===== config.mk =====
export PLATFORM = sky130hd
export DESIGN_NAME = instr_fetch
export DESIGN_NICKNAME = d
export VERILOG_FILES = /design/src/rtl/instr_fetch.sv
export SDC_FILE = /design/constraint.sdc
export NUM_CORES = 1
export LEC_CHECK = 0
export CORE_MARGIN = 10
export CORE_UTILIZATION = 43
export DETAILED_ROUTE_END_ITERATION = 8
export GPL_TIMING_DRIVEN = 0
export PLACE_DENSITY = 0.69
export SYNTH_ARGS = -nofsm -noshare
export SYNTH_HDL_FRONTEND = slang
export SYNTH_SLANG_ARGS = --single-unit

===== constraint.sdc =====
create_clock -name clk -period 4.2 [get_ports clk]
set_input_delay 0.84 -clock clk [delete_from_list [all_inputs] [get_ports clk]]
set_output_delay 0.84 -clock clk [all_outputs]
set_load 0.02 [all_outputs]

===== src/rtl/instr_fetch.sv =====
// Instruction fetch unit: issues in-order 16-bit reads, queues up to two fetched words,
// and drops responses that are stale after a redirect.
module instr_fetch #(
    parameter logic [15:0] RESET_PC = 16'h0000
) (
    input  logic        clk,
    input  logic        rst_n,
    output logic        mem_req,
    output logic [15:0] mem_addr,
    input  logic        mem_gnt,
    input  logic        mem_rvalid,
    input  logic [15:0] mem_rdata,
    input  logic        redirect_valid,
    input  logic [15:0] redirect_pc,
    output logic        inst_valid,
    output logic [15:0] inst_data,
    output logic [15:0] inst_pc,
    input  logic        inst_ready
);
    localparam int unsigned AW = 16;
    localparam int unsigned DW = 16;
    localparam int unsigned CW = 2;
    localparam logic [AW-1:0] BOOT_PC = {RESET_PC[AW-1:1], 1'b0};

    typedef enum logic [1:0] {
        BOOT  = 2'd0,
        FETCH = 2'd1,
        FLUSH = 2'd2
    } state_e;

    state_e        state_q, state_d;
    logic [AW-1:0] fetch_pc_q, fetch_pc_d;
    logic [AW-1:0] ifa0_q, ifa0_d, ifa1_q, ifa1_d;
    logic [CW-1:0] if_cnt_q, if_cnt_d;
    logic [DW-1:0] iqd0_q, iqd0_d, iqd1_q, iqd1_d;
    logic [AW-1:0] iqp0_q, iqp0_d, iqp1_q, iqp1_d;
    logic [CW-1:0] iq_cnt_q, iq_cnt_d;
    logic [CW-1:0] stale_q, stale_d;

    logic          pop_c, hs_c, rsp_live_c, rsp_stale_c;
    logic [CW:0]   occ_c;

    // Next-state, FIFO bookkeeping and the request credit check.
    always_comb begin
        state_d    = state_q;
        fetch_pc_d = fetch_pc_q;
        ifa0_d     = ifa0_q;
        ifa1_d     = ifa1_q;
        if_cnt_d   = if_cnt_q;
        iqd0_d     = iqd0_q;
        iqd1_d     = iqd1_q;
        iqp0_d     = iqp0_q;
        iqp1_d     = iqp1_q;
        iq_cnt_d   = iq_cnt_q;
        stale_d    = stale_q;

        pop_c       = (iq_cnt_q != '0) && inst_ready;
        // A word leaving the queue this cycle frees its slot for a new request.
        occ_c       = (CW+1)'(if_cnt_q) + (CW+1)'(iq_cnt_q) - (CW+1)'(pop_c);
        mem_req     = (state_q == FETCH) && !redirect_valid && (occ_c < (CW+1)'(2));
        hs_c        = mem_req && mem_gnt;
        rsp_live_c  = mem_rvalid && (stale_q == '0) && (if_cnt_q != '0);
        rsp_stale_c = mem_rvalid && (stale_q != '0);

        case ({hs_c, rsp_live_c})
            2'b10: begin
                if (if_cnt_q == '0) ifa0_d = fetch_pc_q;
                else                ifa1_d = fetch_pc_q;
                if_cnt_d = if_cnt_q + CW'(1);
            end
            2'b01: begin
                ifa0_d   = ifa1_q;
                if_cnt_d = if_cnt_q - CW'(1);
            end
            2'b11: begin
                if (if_cnt_q == CW'(1)) begin
                    ifa0_d = fetch_pc_q;
                end else begin
                    ifa0_d = ifa1_q;
                    ifa1_d = fetch_pc_q;
                end
            end
            default: ;
        endcase

        // Instruction queue keeps its head in entry 0 so outputs come straight from flops.
        case ({rsp_live_c, pop_c})
            2'b10: begin
                if (iq_cnt_q == '0) begin
                    iqd0_d = mem_rdata;
                    iqp0_d = ifa0_q;
                end else begin
                    iqd1_d = mem_rdata;
                    iqp1_d = ifa0_q;
                end
                iq_cnt_d = iq_cnt_q + CW'(1);
            end
            2'b01: begin
                iqd0_d   = iqd1_q;
                iqp0_d   = iqp1_q;
                iq_cnt_d = iq_cnt_q - CW'(1);
            end
            2'b11: begin
                if (iq_cnt_q == CW'(1)) begin
                    iqd0_d = mem_rdata;
                    iqp0_d = ifa0_q;
                end else begin
                    iqd0_d = iqd1_q;
                    iqp0_d = iqp1_q;
                    iqd1_d = mem_rdata;
                    iqp1_d = ifa0_q;
                end
            end
            default: ;
        endcase

        if (hs_c)        fetch_pc_d = fetch_pc_q + AW'(2);
        if (rsp_stale_c) stale_d    = stale_q - CW'(1);

        // Redirect: the response of this cycle is retired first, everything still out becomes stale.
        if (redirect_valid) begin
            fetch_pc_d = {redirect_pc[AW-1:1], 1'b0};
            iq_cnt_d   = '0;
            if_cnt_d   = '0;
            stale_d    = stale_q - CW'(rsp_stale_c) + if_cnt_q - CW'(rsp_live_c);
        end

        case (state_q)
            BOOT:    state_d = FETCH;
            FETCH:   if (redirect_valid && (stale_d != '0)) state_d = FLUSH;
            FLUSH:   if (stale_d == '0) state_d = FETCH;
            default: state_d = BOOT;
        endcase
    end

    always_ff @(posedge clk or negedge rst_n) begin
        if (!rst_n) begin
            state_q    <= BOOT;
            fetch_pc_q <= BOOT_PC;
            ifa0_q     <= '0;
            ifa1_q     <= '0;
            if_cnt_q   <= '0;
            iqd0_q     <= '0;
            iqd1_q     <= '0;
            iqp0_q     <= '0;
            iqp1_q     <= '0;
            iq_cnt_q   <= '0;
            stale_q    <= '0;
        end else begin
            state_q    <= state_d;
            fetch_pc_q <= fetch_pc_d;
            ifa0_q     <= ifa0_d;
            ifa1_q     <= ifa1_d;
            if_cnt_q   <= if_cnt_d;
            iqd0_q     <= iqd0_d;
            iqd1_q     <= iqd1_d;
            iqp0_q     <= iqp0_d;
            iqp1_q     <= iqp1_d;
            iq_cnt_q   <= iq_cnt_d;
            stale_q    <= stale_d;
        end
    end

    assign mem_addr   = fetch_pc_q;
    assign inst_valid = (iq_cnt_q != '0);
    assign inst_data  = iqd0_q;
    assign inst_pc    = iqp0_q;

endmodule


==> results.yml, run 1 <==
run_status:
  outcome: "finished, final reports clean"
floorplan:
  die_area_um2: 17840
  die_height_um: 133.6
  core-area_um2: 12620
  die_w_um: 133.6
  io_pins: 88
  initial_core_util: 0.4393
  rows: 41
synthesis:
  synth_compound_area_frac: 0.1108
  synthSimpleGateAreaFrac: 0.1135
  synth_edf_count: 0
  synth_flop_cell: "dfrtp_1"
  synthMuxAreaShare: 0.1605
  ys_seq_area_frac: 0.5326
  yosys.area_share.xor_xnor: 0.01738
  postSynthCellCount: 476
  synth-seq-cells: 118
  synth_warnings: 0
  synthArstFlopShare: 1.000
  synth_top_family_by_area: "multiplexers"
  synthAdderAreaFrac: 0.02889
  synth_cell_types: 57
  avgSynthCellArea_um2: 11.65
  syn-num-nets: 525
  synthesis.area_um2: 5544
drt:
  drt-total-wl_um: 13100
  drtPass1Iterations: 4
  drc_errors: 0
  ant_nets: 0
  drt_iter0_drc: 191
  wl_per_cell_um: 17.17
  vias: 4110
  via_per_inst: 5.387
clock_tree:
  cts_sinks: 118
  clk_latency_ns: 0.41
  cts-root-buf: "clkbuf_16"
  htreeDepth: 4
  cts.path.max_buffers: 2
  clkTransAtPathRegs_ns: 0.05
  cts_buffers: 17
  cts_hold_buf: 0
  cts_tree: "done"
setup_path:
  worstSetupPathType: "input port to output port"
  endpoint_kind: "output port"
  cp_data_arrival_time_ns: 3.17
  required_ns: 3.36
  crit_fanout: 8
  critPathLaunchType: "input port"
sta:
  max-slew-margin-rel: 0.3970
  fin_worst_skew_ns: 0.005239
  slew_violations: 0
  finalCritPeriodShare: 0.9538
  hold_viol: 0
  period_minus_slack_ns: 4.006
  fmax_mhz: 249.6
  setup-violations-final: 0
  worst_slew_pin_slew_ns: 0.9026
  rsz0062_at_grt: "no"
grt:
  grtUsageMet1: 0.1862
  grt_use_total: 0.1505
  grt_max_degree: 64
  antenna_found_initial: 0
  grt_overflow: 0
  met3_usage: 0.05714
  grt_pass1_wl_um: 21970
  grtUsageMet2: 0.2321
  busiest_layer: "met2"
  grt_pass1_vias: 4278
finish:
  diodes: 0
  layout-drive-gt1-share: 0.1794
  postLayoutCellArea_um2: 7217
  area_growth_syn_to_layout_pct: 30.17
  nets: 630
  final_cells: 763
worst_hold_path:
  min_path_type: "input port to async pin"
placed_design:
  placed_cell_area_um2: 6639
  dp.cells: 734
  numPortBuffers: 85
  dp_hpwl_um: 9398
  gp_congestion: 0.8557
pwr:
  ir_drop_uv: 414.3
  p_per_area_nw_per_um2: 749.4
  p_leak_nw: 3.182
run:
  drv_cap: 0
-- through the flow --
| step | total power [mW] | util | TNS, ns | setup slack [ns] | hold slack [ns] |
|---|---|---|---|---|---|
| after floorplan | 3.242 | - | 0 | 1.018 | 0.4714 |
| after global routing | 5.786 | 0.5719 | 0 | 0.04135 | 0.4084 |
| after CTS | 5.454 | 0.5714 | 0 | 0.2067 | 0.3981 |
| after detailed placement | 4.020 | 0.5261 | -0.1140 | -0.06727 | 0.4691 |
| after global placement | 3.940 | 0.5238 | -256.73 | -2.183 | 0.4600 |
| final | 5.409 | 0.5719 | 0 | 0.1940 | 0.3789 |
-- path summary, 6_finish.rpt --
path,from,to,slack [ns],cells past startpoint
setup / recovery,inst_ready,mem_req,0.19,9
max in group asynchronous,rst_n,mem_addr[4],3.13,2
min in group clk,inst_data[4],inst_data[4],0.47,2
setup reg to reg,iq_cnt_q[0],ifa0_q[1],0.74,12
hold / removal,rst_n,inst_data[12],0.38,1
hold reg to reg,inst_data[4],inst_data[4],0.47,2
-- power breakdown --
part	leakage, nW	total [mW]	switching (mW)	internal, mW
registers	1.55	1.86	0.297	1.56
clock network	0.279	1.39	0.467	0.923
logic	1.35	2.16	1.16	1.00
total	3.18	5.41	1.92	3.48
-- cells by family after synthesis --
| family | after synthesis |
|---|---|
| buffers and inverters | 42 |
| and+or+nand+nor | 121 |
| xor gates and xnor gates | 11 |
| adders and majority gates | 11 |
| AOI/OAI and AO/OA | 89 |
| muxes | 83 |
| other | 1 |
| DFF | 118 |
-- critical path, cell delays in order --
cell             delay [ns]
clkdlybuf4s50_1        0.47
nand2b_1               0.05
buf_2                  0.17
xnor2_1                0.25
nand2_1                0.11
fa_1                   0.58
nand4bb_4              0.18
nor2_1                 0.15
dlygate4sd2_1          0.36
-- sequential cells by signal, summed over array words and instances (netlist names) --
signal,flops
mem_addr,15
iq_cnt_q,2
if_cnt_q,2
iqp1_q,16
stale_q,2
state_q,2
inst_pc,16
inst_data,16
iqd1_q,16
ifa1_q,15
ifa0_q,16
-- Yosys cell counts (2+ instances only) --
master    count  area share
ha_1          8       0.018
and2_1       10       0.011
or4_1         4      0.0054
nor4_1        6      0.0068
nand4_1       2      0.0023
nand3b_1      2      0.0027
inv_1        15       0.010
a221o_1      19       0.034
fa_1          3       0.011
o311ai_0      3      0.0047
nor3_1        9      0.0081
clkbuf_1      8      0.0054
o31a_1        2      0.0032
a31oi_1       2      0.0023
nand2_1      54       0.037
inv_2         2      0.0014
nand2b_1      2      0.0023
mux2i_1      36       0.065
a21oi_1       5      0.0045
dfrtp_1     118        0.53
buf_2        13       0.012
a211oi_1      4      0.0054
mux2_2       47       0.095
o211ai_1      3      0.0041
a21oi_2       2      0.0032
nand3_1       9      0.0081
o21ai_0      40       0.036
xnor2_1      10       0.016
nor2_1       10      0.0068
-- repair_timing --
action / 4_1_cts / 5_1_grt
endpoints found under the setup margin: 1 / 0
setup buffers: 0 / 0
gates resized for setup: 2 / 0
-- per-layer routing --
layer	wire, um	part of all wire	vias to the layer above
li1	-	-	1932
met1	5939	0.45	2006
met2	5961	0.46	149
met3	979	0.075	23
met4	219	0.017	0
met5	0	0	-
-- cell usage in the layout (no fill, tap or decap), drive strengths merged, types with 2 or more instances in the layout --
master	instances
a211oi	4
a21boi	2
a21o	2
a21oi	7
a221o	19
a31oi	2
and2	11
buf	16
bufinv	2
clkbuf	35
clkdlybuf4s50	83
clkinv	2
dfrtp	118
fa	3
ha	8
inv	17
mux2	47
mux2i	36
nand2	55
nand2b	2
nand3	9
nand3b	2
nand4	2
nor2	10
nor3	10
nor4	6
o211ai	3
o21ai	40
o311ai	3
o31a	2
or3	2
or4	4
xnor2	10
-- layout make-up --
class,count,area [um^2]
plain buffers,25,133.9
clock buffers,25,495.5
clock inverters,4,70.07
fillers,1087,5403
inverters,17,63.81
multi-input cells,316,2407
flip-flops and latches,118,2953
well taps,172,215.2
repair buffers,86,878.3
No activity file was read; power rests on OpenSTA's default activity.
==> run 2, diff against run 1 <==
--- a/config.mk
+++ b/config.mk
@@ -5,11 +5,13 @@
 export SDC_FILE = /design/constraint.sdc
 export NUM_CORES = 1
 export LEC_CHECK = 0
+export ABC_AREA = 1
 export CORE_MARGIN = 10
 export CORE_UTILIZATION = 43
 export DETAILED_ROUTE_END_ITERATION = 8
 export GPL_TIMING_DRIVEN = 0
-export PLACE_DENSITY = 0.69
+export HOLD_SLACK_MARGIN = 0.1
+export PLACE_DENSITY = 0.68
 export SYNTH_ARGS = -nofsm -noshare
 export SYNTH_HDL_FRONTEND = slang
 export SYNTH_SLANG_ARGS = --single-unit
==> run 2 against run 1 <==
Against the previous run: clock skew decreased by 0.0010 ns; critical endpoint unchanged; synthesized cell count increased by 70%; critical path depth increased by 1; synthesized area increased by 13%; final area increased by 10%; largest cell class unchanged.
==> results.yml, run 2 <==
placed_design:
  gp_congestion: 0.9014
  dp_hpwl_um: 11780
  numPortBuffers: 84
  placed_cell_area_um2: 7336
floorplan:
  io_pins: 88
  die_area_um2: 19730
  die_w_um: 140.5
  core-area_um2: 14040
  initial_core_util: 0.4444
  rows: 43
  die_height_um: 140.5
grt:
  grt_pass1_vias: 5614
  grt_overflow: 0
  grt_use_total: 0.1675
  grt_pass1_wl_um: 27540
  antenna_found_initial: 0
  grt_max_degree: 61
synthesis:
  synth_most_common_cell: "nand2_1"
  synthesis.area_um2: 6241
  synth_largest_area_cell: "dfrtp_1"
  ys_seq_area_frac: 0.4731
  synth_common_cells: "nand2_1, dfrtp_1, inv_1"
  synth_cell_types: 30
  synth-seq-cells: 118
  synth_warnings: 0
  synth.area.top_cells: "dfrtp_1, nand2_1, o21ai_0"
  syn-num-nets: 857
  postSynthCellCount: 808
  synth_top_cell_area_share: 0.4731
  synthArstFlopShare: 1.000
  avgSynthCellArea_um2: 7.724
  synth_flop_cell: "dfrtp_1"
  synth_edf_count: 0
drt:
  drt_iter0_drc: 344
  dr_wl_met3_um: 1004
  ant_nets: 0
  vias: 5451
  via_per_inst: 4.933
  drc_errors: 0
  drt-total-wl_um: 16070
  drtPass1Iterations: 4
  top_layer_used: "met4"
  wl_per_cell_um: 14.54
  wl_met1_um: 7388
  route.met2.wl_um: 7435
sta:
  finalCritPeriodShare: 0.9597
  whs_ns: 0.4028
  period_minus_slack_ns: 4.031
  rsz0062_at_grt: "no"
  max-slew-margin-rel: 0.5973
  hold_viol: 0
  worst_slew_pin_slew_ns: 0.6040
  fin_worst_skew_ns: 0.004244
  fmax_mhz: 248.1
  slew_violations: 0
  setup_tns_ns: 0
  setup-violations-final: 0
clock_tree:
  clk_latency_ns: 0.41
  htreeDepth: 4
  clkTransAtPathRegs_ns: 0.06
  cts-root-buf: "clkbuf_16"
  cts_tree: "done"
  cts_buffers: 17
  cts_sinks: 118
  cts_hold_buf: 0
  cts.path.max_buffers: 2
pwr:
  p_per_area_nw_per_um2: 729.7
  fin_total_pwr_mw: 5.812
  p_leak_nw: 3.893
  ir_drop_uv: 318.8
finish:
  nets: 961
  postLayoutCellArea_um2: 7965
  area_growth_syn_to_layout_pct: 27.63
  layout-drive-gt1-share: 0.09514
  most-common-layout-cells: "nand2_1, dfrtp_1, inv_1"
  final_common_cell: "nand2_1"
  fillers: 1300
  diodes: 0
setup_path:
  cp_data_arrival_time_ns: 3.19
  required_ns: 3.36
  r2r_slack_ns: 0.77
  crit_fanout: 10
  endpoint_kind: "output port"
  worstSetupPathType: "input port to output port"
  critPathLaunchType: "input port"
run_status:
  outcome: "finished, final reports clean"
run:
  drv_cap: 0
worst_hold_path:
  min_path_type: "input port to async pin"
-- run 2: cell families (layout without fill, tap and decap cells) --
| kind of cell | count (synthesis) | count (layout) | synth area share |
|---|---|---|---|
| adders and majority gates | 11 | 11 | 0.02566 |
| other | 1 | 1 | 0.0006009 |
| xor gates and xnor gates | 7 | 7 | 0.009824 |
| and+or+nand+nor | 387 | 387 | 0.2632 |
| buffers and inverters | 137 | 254 | 0.09703 |
| AOI/OAI and AO/OA | 147 | 147 | 0.1305 |
| DFF | 118 | 118 | 0.4731 |
-- run 2: final timing paths --
path                        startpoint            to  cells past startpoint
setup / recovery            inst_ready       mem_req                     10
min in group clk             iqp1_q[2]     iqp1_q[2]                      2
hold / removal                   rst_n  inst_data[0]                      1
setup reg to reg           if_cnt_q[0]    state_q[1]                     19
hold reg to reg              iqp1_q[2]     iqp1_q[2]                      2
max in group asynchronous        rst_n     ifa0_q[1]                      2
-- run 2: per-stage QoR --
| step | cells | utilization | worst slack (ns) |
|---|---|---|---|
| finish | 1105 | 0.5672 | 0.1691 |
| global route | 1105 | 0.5672 | 0.02296 |
| CTS | 1105 | 0.5671 | 0.06933 |
| detailed placement | 1073 | 0.5224 | -0.2694 |
| global placement | 1072 | 0.5204 | -2.331 |
| floorplan | 808 | - | 1.089 |
-- run 2: critical path, cell delays in order --
cell and delay, ns:
clkdlybuf4s50_1 0.42, nand2_1 0.12, inv_1 0.11, nor2_1 0.14, o21ai_0 0.12, fa_1 0.54, nand3_1 0.13, nor2_4 0.21
buf_4 0.21, dlygate4sd2_1 0.35
-- run 2: report_power, final --
| part | internal [mW] | switching, mW | total, mW | leakage, nW |
|---|---|---|---|---|
| clock network | 0.970 | 0.542 | 1.51 | 0.297 |
| logic | 0.967 | 1.46 | 2.43 | 2.07 |
| registers | 1.57 | 0.302 | 1.87 | 1.53 |
-- run 2: layout make-up --
class,instances,area [um^2],area share
Buffer,43,247.7,0.03110
Clock buffer,19,452.9,0.05686
Clock inverter,13,170.2,0.02136
Inverter,94,357.8,0.04493
Multi-Input combinational cell,553,2690,0.3377
Sequential cell,118,2953,0.3707
Tap cell,180,225.2,0.02828
Timing Repair Buffer,85,868.3,0.1090
-- run 2: metal layers --
layer	GRT usage	vias to the layer above
li1	-	2823
met1	0.2027	2469
met2	0.2744	136
met3	0.05781	23
met4	0.05054	0
met5	0	-
-- run 2: repair_timing --
item	in CTS	in global routing
setup buffers	0	0
pin swaps	0	1
gates resized for setup	2	1
endpoints found under the setup margin	1	1
